--- config.mk ---
export PLATFORM = sky130hd
export DESIGN_NAME = instruction_fetch
export DESIGN_NICKNAME = d
export VERILOG_FILES = /design/src/rtl/instruction_fetch.sv
export SDC_FILE = /design/constraint.sdc
export NUM_CORES = 1
export LEC_CHECK = 0
export BUFFER_PORTS_ARGS = -buffer_cell sky130_fd_sc_hd__buf_2
export CORE_ASPECT_RATIO = 1.5
export CORE_UTILIZATION = 50
export DETAILED_ROUTE_END_ITERATION = 8
export PLACE_DENSITY = 0.84
export REMOVE_ABC_BUFFERS = 1
export SETUP_SLACK_MARGIN = 0.1
export SYNTH_ARGS = -nofsm -noshare
export SYNTH_HDL_FRONTEND = slang
export SYNTH_SLANG_ARGS = --single-unit
--- constraint.sdc ---
create_clock -name Clk -period 4.05 [get_ports Clk]
set_input_delay 0.405 -clock Clk [delete_from_list [all_inputs] [get_ports Clk]]
set_output_delay 0.405 -clock Clk [all_outputs]
set_load 0.02 [all_outputs]
--- src/rtl/instruction_fetch.sv ---
// Fetch stage: owns the PC, reads a synchronous memory, holds the word in IR
// and hands it to decode over IR_Valid/IR_Ready. Supports PC redirect and HALT.
//
// Ports:
//   Clk, Reset            clock, synchronous active-high reset
//   Mem_DOut              registered memory read data (valid the cycle after Address)
//   Mem_Address           memory address, always the PC register
//   Mem_Write_EN          active-low write enable, tied high (never writes)
//   PC_Load, PC_In        redirect strobe and target
//   IR_Ready              decode accepts IR this cycle
//   IR, IR_Valid, IR_PC   fetched word, valid flag, fetch address
//   Halted                HALT accepted, fetch stopped until redirect/reset

module instruction_fetch #(
  parameter int                       Data_WIDTH    = 16,
  parameter int                       Address_WIDTH = 8,
  parameter logic [Address_WIDTH-1:0] RESET_VECTOR  = '0,
  parameter logic [3:0]               HALT_OPCODE   = 4'h1
) (
  input  logic                     Clk,
  input  logic                     Reset,
  input  logic [Data_WIDTH-1:0]    Mem_DOut,
  output logic [Address_WIDTH-1:0] Mem_Address,
  output logic                     Mem_Write_EN,
  input  logic                     PC_Load,
  input  logic [Address_WIDTH-1:0] PC_In,
  input  logic                     IR_Ready,
  output logic [Data_WIDTH-1:0]    IR,
  output logic                     IR_Valid,
  output logic [Address_WIDTH-1:0] IR_PC,
  output logic                     Halted
);

  typedef enum logic [1:0] {
    S_FETCH,
    S_CAPTURE,
    S_VALID,
    S_HALT
  } state_t;

  state_t                   state, state_n;
  logic [Address_WIDTH-1:0] pc, pc_n;
  logic [Data_WIDTH-1:0]    ir_n;
  logic [Address_WIDTH-1:0] ir_pc_n;
  logic                     valid_n;
  logic                     halted_n;
  logic                     is_halt;

  assign Mem_Address  = pc;
  assign Mem_Write_EN = 1'b1;
  assign is_halt      = (IR[Data_WIDTH-1 -: 4] == HALT_OPCODE);

  always_ff @(posedge Clk) begin
    if (Reset) begin
      state    <= S_FETCH;
      pc       <= RESET_VECTOR;
      IR       <= '0;
      IR_PC    <= RESET_VECTOR;
      IR_Valid <= 1'b0;
      Halted   <= 1'b0;
    end else begin
      state    <= state_n;
      pc       <= pc_n;
      IR       <= ir_n;
      IR_PC    <= ir_pc_n;
      IR_Valid <= valid_n;
      Halted   <= halted_n;
    end
  end

  always_comb begin
    state_n  = state;
    pc_n     = pc;
    ir_n     = IR;
    ir_pc_n  = IR_PC;
    valid_n  = IR_Valid;
    halted_n = Halted;
    if (PC_Load) begin
      // Redirect drops whatever is in IR or in flight.
      pc_n     = PC_In;
      valid_n  = 1'b0;
      halted_n = 1'b0;
      state_n  = S_FETCH;
    end else begin
      unique case (state)
        S_FETCH: begin
          state_n = S_CAPTURE;
        end
        S_CAPTURE: begin
          ir_n    = Mem_DOut;
          ir_pc_n = pc;
          pc_n    = pc + 1'b1;
          valid_n = 1'b1;
          state_n = S_VALID;
        end
        S_VALID: begin
          if (IR_Ready) begin
            valid_n = 1'b0;
            if (is_halt) begin
              halted_n = 1'b1;
              state_n  = S_HALT;
            end else begin
              state_n = S_FETCH;
            end
          end
        end
        S_HALT: begin
          state_n = S_HALT;
        end
        default: begin
          state_n = S_FETCH;
        end
      endcase
    end
  end

endmodule

==> flow_metrics.py <==
metrics = {
    "timing": {
        "rsz0062_at_grt": "no",
        "period_share_pct": 46.47,
        "slew_viol_final": 0,
        "period_needed_ps": 1882,
        "fin_setup_tns_ps": 0,
        "tightest_slew_ps": 745.7,
        "finClkSkew_ps": 3.241,
        "max_freq_mhz": 531.3,
        "finalSetupViolations": 0,
        "finalHoldViolCount": 0,
        "slew_headroom_pct": 50.28,
    },
    "final_layout": {
        "diodes": 0,
        "n_fill_cell": 276,
        "final_nets": 263,
        "multi_input_area_um2": 641.9,
        "regArea_um2": 720.7,
        "finalNonFillerCells": 272,
        "drive_gt1_share_pct": 30.21,
        "synthToLayoutAreaGrowth_pct": 27.32,
    },
    "clock_tree": {
        "path_clk_slew_ps": 70,
        "root_buffer": "clkbuf_8",
        "hold_buffers": 0,
        "cts_max_level": 2,
        "cts_tree": "done",
        "postCtsSetupRepairBufs": 0,
        "cts_max_path_buffers": 2,
        "clock_latency_ps": 290,
        "cts.sinks": 36,
        "cts_resized": 0,
        "cts_made_buffers": 5,
    },
    "worst_setup_path": {
        "worstPathArrival_ps": 2100,
        "worstReg2RegEnd": "Mem_Address[7]",
        "cpLargestDelayFamily": "simple AND/OR/NAND/NOR gates",
        "cp_max_fo": 25,
        "end_kind": "register",
        "critPathKind": "register to register",
        "cp_num_buf_inv": 0,
        "worstPathRequired_ps": 4270,
        "r2r_cells": 3,
        "max_stage_delay_ps": 700,
        "cp-start-kind": "register",
        "slowest_stage": "or3b_1",
        "crit_chain": "or3b_1, or4b_1, o211ai_1",
        "worstReg2RegStart": "state[0]",
        "rrSetupSlack_ps": 2170,
    },
    "pwr": {
        "p_clk_share_pct": 35.7,
        "p_sw_w": 0.0001855,
        "p_comb_share_pct": 11.5,
        "switching_share_pct": 25.73,
        "peakVddDrop_v": 0.0003132,
        "p_int_w": 0.0005355,
        "leakage_nw": 0.7991,
        "p_per_area_nw_per_um2": 392.6,
        "p_seq_share_pct": 52.9,
    },
    "global_routing": {
        "grt_usage_pct": 23.19,
        "grt_overflow_total": 0,
        "antenna_found_initial": 0,
        "grt_max_degree": 37,
        "grt_pass1_vias": 1244,
        "grt_pass1_wl_mm": 5.112,
    },
    "drt": {
        "via_per_inst": 5.129,
        "firstDrtPassIters": 4,
        "drt-initial-drc-count": 27,
        "antenna_left": 0,
        "drt-wirelength-per-cell_um": 11.91,
        "drc_errors": 0,
        "vias": 1395,
        "routed_wl_mm": 3.240,
    },
    "placement": {
        "portBuffers": 61,
        "dp_hpwl_mm": 2.237,
        "place_congestion": 0.7704,
        "dp.cells": 264,
    },
    "logic_synthesis": {
        "yosys_most_used_dff": "dfxtp_1",
        "yosys_warnings": 0,
        "synth_enable_flop_cells": 0,
        "synth_top_area_share_pct": 49.96,
        "synth.area.top_cells": "dfxtp_1 (50%), nand2_1 (13%), a21oi_1 (8.3%)",
        "avgSynthCellArea_um2": 8.150,
        "ys_seq_area_share_pct": 49.96,
        "syn_area_um2": 1443,
        "synth_cell_types": 36,
        "async_flop_share_pct": 0,
        "postSynthCellCount": 177,
        "ys_ff_latch": 36,
        "synth_top_area_cell": "dfxtp_1",
    },
    "die": {
        "start_util_pct": 53.33,
        "die_x_um": 45.86,
        "rows": 23,
        "ios": 63,
        "die-area_um2": 3108,
        "core_um2": 2705,
        "die_height_um": 67.79,
    },
    "run": {
        "maxCapViolations": 0,
    },
    "min_path": {
        "min_from": "Mem_DOut[1]",
        "min_to": "IR[1]",
        "hold_class": "input pin to register",
        "whs_path_depth": 3,
    },
    "outcome": {
        "status": "finished, final reports clean",
    },
}
[worst register-to-register path: stages, from the launching register on]
cell and delay [ps]:
dfxtp_1 410, or3b_1 700, or4b_1 610, o211ai_1 90
[power by group through the flow]
stage,logic [W],registers [W],clock network (W)
after CTS,0.0000833,0.000381,0.000265
after global placement,0.0000813,0.000389,0
after detailed placement,0.0000827,0.000389,0
after floorplan,0.0000299,0.000402,0
final,0.0000826,0.000381,0.000257
after global routing,0.0000926,0.000383,0.000278
[final cells by class]
| class | count | share of cell area, % |
|---|---|---|
| sequential | 36 | 39.24 |
| multi-input combinational | 123 | 34.95 |
| timing repair buffer | 62 | 17.03 |
| clock buffer | 6 | 4.496 |
| tap | 37 | 2.520 |
| inverter | 6 | 1.226 |
| clock inverter | 2 | 0.5450 |
[per-layer routing]
metal | vias to the layer above | GRT usage (%) | wire, um
met3 | 5 | 8.021 | 152
met5 | - | 0 | 0
met2 | 42 | 40.32 | 1704
met4 | 0 | 12.50 | 67
li1 | 714 | - | -
met1 | 634 | 23.22 | 1317
[state kept, by name (all words and copies together), names as in the netlist]
| signal | flops |
|---|---|
| IR_PC | 8 |
| IR | 16 |
| Halted | 1 |
| state | 2 |
| IR_Valid | 1 |
| Mem_Address | 8 |
[cells in the final DEF (no fill, tap or decap)]
master	synthesis	routed
a2111oi_0	2	2
a211oi_1	4	4
a21oi_1	24	24
a221oi_1	1	1
a2bb2oi_1	1	1
a311oi_1	1	1
a31oi_1	3	3
buf_2	1	61
buf_4	1	1
clkbuf_8	0	6
clkinv_2	0	2
conb_1	1	1
dfxtp_1	36	36
ha_1	1	1
inv_1	6	6
mux2i_1	1	1
nand2_1	50	50
nand2b_1	1	1
nand3_1	2	2
nand3b_1	1	1
nand4_1	1	1
nand4b_1	1	1
nor2_1	6	6
nor2b_1	2	2
nor3_1	1	1
nor3b_2	1	1
nor4b_1	1	1
o2111ai_1	1	1
o211ai_1	1	1
o21ai_0	7	7
o31a_1	1	1
or3_1	3	3
or3b_1	1	1
or4b_1	1	1
xnor2_1	2	2
[logic make-up (layout without fill, tap and decap cells)]
kind of cell,Yosys count,in the layout,synth area share (%)
compound gates,46,46,18.91
xor+xnor,2,2,1.214
fa+ha+maj,1,1,0.8672
buf+inv,18,76,5.550
flops,36,36,49.96
mux,1,1,0.6939
other cells,1,1,0.2599
simple gates,72,72,22.55
[synthesized netlist by cell type, types with 2 or more instances]
| cell | instances |
|---|---|
| a21oi_1 | 24 |
| nand2_1 | 50 |
| inv_1 | 6 |
| nor2b_1 | 2 |
| dfxtp_1 | 36 |
| xnor2_1 | 2 |
| a31oi_1 | 3 |
| o21ai_0 | 7 |
| nand3_1 | 2 |
| nor2_1 | 6 |
| or3_1 | 3 |
| a211oi_1 | 4 |
| clkbuf_1 | 8 |
| a2111oi_0 | 2 |
[worst max-delay path by stage]
stage | end | from | cells after the start
after floorplan | Mem_Address[7] | PC_Load | 3
after global placement | Mem_Address[7] | PC_Load | 4
after detailed placement | Mem_Address[7] | PC_Load | 4
after CTS | Mem_Address[7] | state[0] | 3
after global routing | Mem_Address[7] | state[0] | 3
final | Mem_Address[7] | state[0] | 3
[stage by stage]
stage / worst slack [ps] / area [um^2] / power [W] / utilization, % / hold slack (ps)
after floorplan: 2331 / 1385 / 0.0004320 / - / 473.3
after global placement: 2017 / 1744 / 0.0004699 / 64.48 / 439.5
after detailed placement: 1989 / 1744 / 0.0004717 / 64.48 / 444.3
after CTS: 2158 / 1837 / 0.0007298 / 67.90 / 339.4
after global routing: 2012 / 1837 / 0.0007540 / 67.90 / 344.4
final: 2168 / 1837 / 0.0007211 / 67.90 / 349.3
(Power assumes the default switching activity.)
